<file path="config.mk">
export PLATFORM = sky130hd
export DESIGN_NAME = ieee754_accumulator
export DESIGN_NICKNAME = d
export VERILOG_FILES = /design/src/rtl/ieee754_accumulator_pkg.sv /design/src/rtl/ieee754_adder.sv /design/src/rtl/ieee754_accumulator.sv
export SDC_FILE = /design/constraint.sdc
export NUM_CORES = 1
export LEC_CHECK = 0
export ABC_AREA = 1
export CORE_ASPECT_RATIO = 1.2
export CORE_MARGIN = 3
export CORE_UTILIZATION = 50
export DETAILED_ROUTE_END_ITERATION = 10
export DONT_BUFFER_PORTS = 1
export PLACE_DENSITY = 0.7
export SYNTH_ARGS = -nofsm -noshare
export SYNTH_HDL_FRONTEND = slang
export SYNTH_HIERARCHICAL = 1
export SYNTH_SLANG_ARGS = --single-unit
</file>
<file path="constraint.sdc">
create_clock -name clock -period 12.5 [get_ports clock]
set_clock_uncertainty 0.2 [all_clocks]
set_input_delay 1.875 -clock clock [delete_from_list [all_inputs] [get_ports clock]]
set_output_delay 1.875 -clock clock [all_outputs]
set_load 0.05 [all_outputs]
</file>
<file path="src/rtl/ieee754_accumulator_pkg.sv">
// rtl/ieee754_accumulator_pkg.sv - shared float constants and accumulator FSM states
package ieee754_accumulator_pkg;

    localparam int FLT_W = 32;
    localparam int EXP_W = 8;
    localparam int MAN_W = 23;
    localparam int BIAS  = 127;

    localparam logic [FLT_W-1:0] FLT_NAN = 32'h7FC0_0000;

    typedef enum logic [1:0] {
        ST_ACCEPT = 2'd0,
        ST_ADD    = 2'd1,
        ST_CONV   = 2'd2,
        ST_EMIT   = 2'd3
    } state_t;

endpackage

</file>
<file path="src/rtl/ieee754_adder.sv">
// rtl/ieee754_adder.sv - combinational single-precision adder, RNE, flush-to-zero
//
// Ports:
//   i_a, i_b : float operands
//   o_y      : float sum
module ieee754_adder
    import ieee754_accumulator_pkg::*;
(
    input  logic [FLT_W-1:0] i_a,
    input  logic [FLT_W-1:0] i_b,
    output logic [FLT_W-1:0] o_y
);

    localparam int XW = MAN_W + 4;          // hidden bit + fraction + guard/round/sticky

    logic             w_a_s, w_b_s, w_big_s, w_sm_s;
    logic [EXP_W-1:0] w_a_e, w_b_e, w_big_e, w_sm_e, w_d;
    logic [MAN_W-1:0] w_a_m, w_b_m, w_big_m, w_sm_m;
    logic             w_a_nan, w_b_nan, w_a_inf, w_b_inf, w_a_zero, w_b_zero;
    logic [XW-1:0]    w_big_x, w_sm_x, w_sm_sh, w_diff, w_norm;
    logic [XW:0]      w_sum;
    logic [4:0]       w_lz;
    logic             w_found, w_lost, w_round_up;
    logic [9:0]       w_exp;
    logic [MAN_W+1:0] w_mant;
    logic [MAN_W-1:0] w_frac;

    always_comb begin
        w_a_s = i_a[FLT_W-1];
        w_a_e = i_a[FLT_W-2:MAN_W];
        w_a_m = i_a[MAN_W-1:0];
        w_b_s = i_b[FLT_W-1];
        w_b_e = i_b[FLT_W-2:MAN_W];
        w_b_m = i_b[MAN_W-1:0];

        w_a_nan  = (&w_a_e) && (|w_a_m);
        w_b_nan  = (&w_b_e) && (|w_b_m);
        w_a_inf  = (&w_a_e) && !(|w_a_m);
        w_b_inf  = (&w_b_e) && !(|w_b_m);
        // Zero and subnormal operands are both treated as zero.
        w_a_zero = !(|w_a_e);
        w_b_zero = !(|w_b_e);

        // Order operands by magnitude so the subtraction never goes negative.
        if (i_a[FLT_W-2:0] >= i_b[FLT_W-2:0]) begin
            w_big_s = w_a_s; w_big_e = w_a_e; w_big_m = w_a_m;
            w_sm_s  = w_b_s; w_sm_e  = w_b_e; w_sm_m  = w_b_m;
        end else begin
            w_big_s = w_b_s; w_big_e = w_b_e; w_big_m = w_b_m;
            w_sm_s  = w_a_s; w_sm_e  = w_a_e; w_sm_m  = w_a_m;
        end

        w_d     = w_big_e - w_sm_e;
        w_big_x = {1'b1, w_big_m, 3'b000};
        w_sm_x  = {1'b1, w_sm_m, 3'b000};

        // Alignment shift; every bit shifted out is folded into the sticky bit.
        if (w_d >= 8'(XW)) begin
            w_sm_sh = XW'(1);
            w_lost  = 1'b1;
        end else begin
            w_lost  = |(w_sm_x & ((XW'(1) << w_d) - XW'(1)));
            w_sm_sh = (w_sm_x >> w_d) | XW'(w_lost);
        end

        w_sum   = '0;
        w_diff  = '0;
        w_lz    = '0;
        w_found = 1'b0;
        if (w_big_s == w_sm_s) begin
            w_sum = {1'b0, w_big_x} + {1'b0, w_sm_sh};
            if (w_sum[XW]) begin
                w_norm = {w_sum[XW:2], w_sum[1] | w_sum[0]};
                w_exp  = {2'b00, w_big_e} + 10'd1;
            end else begin
                w_norm = w_sum[XW-1:0];
                w_exp  = {2'b00, w_big_e};
            end
        end else begin
            w_diff = w_big_x - w_sm_sh;
            for (int i = XW - 1; i >= 0; i--) begin
                if (!w_found && w_diff[i]) begin
                    w_lz    = 5'(XW - 1 - i);
                    w_found = 1'b1;
                end
            end
            w_norm = w_diff << w_lz;
            w_exp  = {2'b00, w_big_e} - {5'd0, w_lz};
        end

        // Round to nearest, ties to even on the 24-bit significand.
        w_round_up = w_norm[2] && (w_norm[1] || w_norm[0] || w_norm[3]);
        w_mant     = {1'b0, w_norm[XW-1:3]} + (MAN_W + 2)'(w_round_up);
        if (w_mant[MAN_W+1]) begin
            w_exp  = w_exp + 10'd1;
            w_frac = w_mant[MAN_W:1];
        end else begin
            w_frac = w_mant[MAN_W-1:0];
        end

        if (w_a_nan || w_b_nan || (w_a_inf && w_b_inf && (w_a_s != w_b_s))) begin
            o_y = FLT_NAN;
        end else if (w_a_inf) begin
            o_y = i_a;
        end else if (w_b_inf) begin
            o_y = i_b;
        end else if (w_a_zero && w_b_zero) begin
            o_y = '0;
        end else if (w_a_zero) begin
            o_y = i_b;
        end else if (w_b_zero) begin
            o_y = i_a;
        end else if ((w_big_s != w_sm_s) && !w_found) begin
            o_y = '0;                       // exact cancellation is +0
        end else if (w_exp[9] || (w_exp == 10'd0)) begin
            o_y = '0;                       // underflow flushes to +0
        end else if (w_exp >= 10'd255) begin
            o_y = {w_big_s, {EXP_W{1'b1}}, {MAN_W{1'b0}}};
        end else begin
            o_y = {w_big_s, w_exp[EXP_W-1:0], w_frac};
        end
    end

endmodule

</file>
<file path="src/rtl/ieee754_accumulator.sv">
// rtl/ieee754_accumulator.sv - float batch accumulator producing sum and count for a divider
//
// Ports:
//   clock, reset_n          : clock, asynchronous active-low reset
//   in_valid/in_ready       : element handshake, in_data element, in_last closes batch
//   out_valid/out_ready     : batch handshake towards the divider
//   out_sum, out_count      : batch sum and element count, both as floats
//   out_overflow            : count saturated during the batch
module ieee754_accumulator
    import ieee754_accumulator_pkg::*;
#(
    parameter int COUNT_W = 16
) (
    input  logic             clock,
    input  logic             reset_n,
    input  logic             in_valid,
    output logic             in_ready,
    input  logic [FLT_W-1:0] in_data,
    input  logic             in_last,
    output logic             out_valid,
    input  logic             out_ready,
    output logic [FLT_W-1:0] out_sum,
    output logic [FLT_W-1:0] out_count,
    output logic             out_overflow
);

    state_t             r_state;
    logic [FLT_W-1:0]   r_operand;
    logic               r_last;
    logic [FLT_W-1:0]   r_sum;
    logic [COUNT_W-1:0] r_count;
    logic               r_overflow;
    logic [FLT_W-1:0]   r_count_flt;

    logic [FLT_W-1:0]   w_add_y;
    logic [23:0]        w_cnt24;
    logic [23:0]        w_cnt_sh;
    logic [4:0]         w_msb;
    logic [FLT_W-1:0]   w_cnt_flt;

    ieee754_adder u_adder (
        .i_a (r_sum),
        .i_b (r_operand),
        .o_y (w_add_y)
    );

    // Count to float: the count fits in 24 bits, so the conversion is exact.
    always_comb begin
        w_cnt24 = 24'(r_count);
        w_msb   = '0;
        for (int i = 0; i < 24; i++) begin
            if (w_cnt24[i]) begin
                w_msb = 5'(i);
            end
        end
        w_cnt_sh = w_cnt24 << (5'd23 - w_msb);
        if (w_cnt24 == '0) begin
            w_cnt_flt = '0;
        end else begin
            w_cnt_flt = {1'b0, 8'(BIAS) + {3'b000, w_msb}, w_cnt_sh[MAN_W-1:0]};
        end
    end

    // reset_n gates in_ready so upstream sees no acceptance while held in reset.
    assign in_ready     = (r_state == ST_ACCEPT) && reset_n;
    assign out_valid    = (r_state == ST_EMIT);
    assign out_sum      = r_sum;
    assign out_count    = r_count_flt;
    assign out_overflow = r_overflow;

    always_ff @(posedge clock or negedge reset_n) begin
        if (!reset_n) begin
            r_state     <= ST_ACCEPT;
            r_operand   <= '0;
            r_last      <= 1'b0;
            r_sum       <= '0;
            r_count     <= '0;
            r_overflow  <= 1'b0;
            r_count_flt <= '0;
        end else begin
            case (r_state)
                ST_ACCEPT: begin
                    if (in_valid) begin
                        r_operand <= in_data;
                        r_last    <= in_last;
                        r_state   <= ST_ADD;
                    end
                end
                ST_ADD: begin
                    // The adder propagates NaN, so a NaN sum stays NaN.
                    r_sum <= w_add_y;
                    if (&r_count) begin
                        r_overflow <= 1'b1;
                    end else begin
                        r_count <= r_count + COUNT_W'(1);
                    end
                    r_state <= r_last ? ST_CONV : ST_ACCEPT;
                end
                ST_CONV: begin
                    r_count_flt <= w_cnt_flt;
                    r_state     <= ST_EMIT;
                end
                ST_EMIT: begin
                    if (out_ready) begin
                        r_sum       <= '0;
                        r_count     <= '0;
                        r_overflow  <= 1'b0;
                        r_count_flt <= '0;
                        r_state     <= ST_ACCEPT;
                    end
                end
                default: r_state <= ST_ACCEPT;
            endcase
        end
    end

endmodule

</file>
==> flow_summary.yaml <==
clocking:
  path_clk_slew_ns: 0.06
  cts_tree: "built"
  cts.root.buffer_cell: "clkbuf_16"
  clockBufferDepth: 2
  clock_sinks: 114
  clock_latency_ns: 0.42
  ctsHtreeMaxLevel: 4
  ctsHoldBuffers: 0
  cts-buffers-inserted: 17
die:
  die_h_um: 208
  dieArea_sq_mm: 0.0361
  ios: 104
  std_cell_rows: 73
  coreArea_sq_mm: 0.0332
  initial_core_util: 0.509
  die_x_um: 174
setup_path:
  slowest_delay_ns: 0.41
  path_max_fanout: 16
  rr_startpoint: "r_operand[15]$_DFFE_PN0P_"
  rr_worst_depth: 79
  crit_type: "flop to flop"
  arrival_ns: 11.96
  crit_end: "out_sum[7]$_DFFE_PN0P_"
  crit_slowest_cell: "fa_1"
  start_kind: "flop"
  cpMostUsedCell: "nand2_1"
  crit_path_start: "r_operand[15]$_DFFE_PN0P_"
  r2r-end: "out_sum[7]$_DFFE_PN0P_"
  crit_path_end_kind: "flop"
  rrSetupSlack_ns: 0.68
  required_ns: 12.64
sta:
  hold_viol: 0
  worst_slew_pin_slew_ns: 1.05
  finalSetupViolations: 0
  layout_setup_ws_ns: 0.682
  fmax_mhz: 84.6
  fin_crit_sh: 0.945
  fin_setup_tns_ns: 0
  relSlewSlack: 0.301
  drv_slew: 0
  min_period_ns: 11.82
final_layout:
  n_fill_cell: 3385
  layout.nets: 2982
  area_delta_synth_final_pct: 10.4
  stdcell_area_sq_mm: 0.0187
  diodes: 0
  drive_gt1_frac: 0.121
  fin_cells: 3315
yosys:
  synth.net_count: 2984
  ys.flop_type: "dfrtp_1"
  postSynthCellCount: 2854
  synthArstFlopShare: 1.00
  ys_ff_latch: 114
  synth_edf_count: 0
  postSynthAreaPerCell_sq_um: 5.93
  syn-cell-area_sq_mm: 0.0169
  seq_area_frac_synth: 0.168
  synth_warnings: 6
  ys_types: 70
global_route:
  gr-usage-all-layers: 0.349
  top_usage_layer: "met2"
  grt_overflow: 0
  grt_util_met2: 0.538
  grt_max_degree: 116
  grt_pass1_wl_um: 101000
  grt_pass1_vias: 18300
  use_met1: 0.460
  use_met3: 0.0865
  antenna_found_initial: 1
routing:
  vias: 20300
  drt_first_pass_iters: 8
  viasPerCell: 6.12
  antenna_left: 0
  wl_per_cell_um: 20.2
  drt_iter0_drc: 2546
  routed_wl_um: 66800
  drcViolationCount: 0
placement:
  placedCellCount: 3256
  dpl_cell_area_sq_mm: 0.0175
  io_buffers: 0
  globalplace.congestion: 1.10
  dpl.hpwl_um: 51800
  preCtsSetupSlack_ns: 0.0624
flow_run:
  cap_violations: 0
min_path:
  hold_path_class: "flop to flop"
status:
  outcome: "completed"
sequential cells by signal (all words and copies together), names as in the netlist, named ones only:
name          flops
out_count        30
out_overflow      1
out_sum          32
r_count          16
r_last            1
r_operand        32
r_state           1
Yosys cell counts, types with 9 or more instances:
library cell	number	area, sq um
nand3_1	426	2130
inv_2	22	82.6
nor2_4	13	146
a21oi_1	145	726
nand3_2	9	90.1
buf_6	10	113
nor3_1	31	155
xor2_1	66	578
a31oi_1	16	100
nand2_1	735	2760
o21a_1	9	67.6
ha_1	91	1140
buf_1	15	56.3
o31ai_1	11	82.6
mux2_2	33	372
a22o_1	37	324
o21bai_1	11	82.6
o211ai_1	14	105
nor2_2	12	75.1
o21ai_0	138	691
buf_2	32	160
inv_1	352	1320
nand2_2	22	138
nand4_1	67	419
nor4_1	14	87.6
dfrtp_1	114	2850
clkbuf_1	56	210
nor2_1	248	931
layout make-up:
| type | count | area, sq um | area share |
|---|---|---|---|
| Tap cell | 450 | 563 | 0.0301 |
| Multi-Input combinational cell | 2244 | 12500 | 0.668 |
| Sequential cell | 114 | 2860 | 0.153 |
| Timing Repair Buffer | 95 | 742 | 0.0397 |
| Clock inverter | 14 | 179 | 0.00957 |
| Inverter | 380 | 1440 | 0.0769 |
| Clock buffer | 18 | 429 | 0.0230 |
cells in the final DEF, fill, tap and decap left out, drive strengths merged, types with 73 or more instances in the layout:
| cell | Yosys | layout |
|---|---|---|
| nand2 | 761 | 761 |
| dfrtp | 114 | 114 |
| nand3 | 438 | 439 |
| inv | 375 | 378 |
| nand4 | 73 | 73 |
| buf | 64 | 95 |
| o21ai | 149 | 149 |
| ha | 91 | 91 |
| a21oi | 148 | 148 |
| nor2 | 273 | 276 |
per-stage QoR:
stage	util	hold slack [ns]
floorplan	-	0.265
global placement	0.525	0.285
detailed placement	0.525	0.290
CTS	0.544	0.294
global route	0.562	0.328
finish	0.562	0.291
worst min-delay path by stage:
stage,from,endpoint,cells after the start
2_1_floorplan,r_last$_DFFE_PN0P_,flop,2
3_3_place_gp,r_last$_DFFE_PN0P_,flop,2
3_5_place_dp,r_last$_DFFE_PN0P_,flop,2
4_1_cts,r_last$_DFFE_PN0P_,flop,2
5_1_grt,r_last$_DFFE_PN0P_,r_last$_DFFE_PN0P_,1
6_report,r_last$_DFFE_PN0P_,flop,2
cells by family after synthesis:
kind of cell / Yosys count / synth area share
AO/OA/AOI/OAI: 424 / 0.149
XOR/XNOR: 75 / 0.0412
adder cells (fa/ha/maj): 93 / 0.0696
buffers and inverters: 500 / 0.119
flip-flops: 114 / 0.168
multiplexers: 33 / 0.0219
other: 1 / 0.000221
AND/OR/NAND/NOR: 1614 / 0.431
per-layer routing:
metal / part of all wire / up-vias
met5: 0.00010 / -
met4: 0.053 / 2
met2: 0.43 / 1256
met3: 0.12 / 216
li1: - / 9459
met1: 0.39 / 9355
timing repair:
| item | CTS | global route |
|---|---|---|
| resized for setup | 0 | 102 |
| endpoints found under the setup margin | 3 | 32 |
| gates cloned | 0 | 4 |
| pin swaps | 1 | 19 |
| endpoints found under the hold margin | 0 | 0 |
| setup buffers | 0 | 23 |
worst max-delay path, delay by kind of cell, from the launching register on:
| family | cells | cell delay, ns |
|---|---|---|
| adder cells (fa/ha/maj) | 5 | 1.58 |
| buffers and inverters | 12 | 1.46 |
| AND/OR/NAND/NOR | 52 | 5.96 |
| XOR/XNOR | 1 | 0.35 |
| AO/OA/AOI/OAI | 9 | 1.74 |
| flip-flops | 1 | 0.40 |
Power is left out: the tool's default activity adds up to more than one toggle a clock period on the data nets, which glitch-free logic cannot reach.
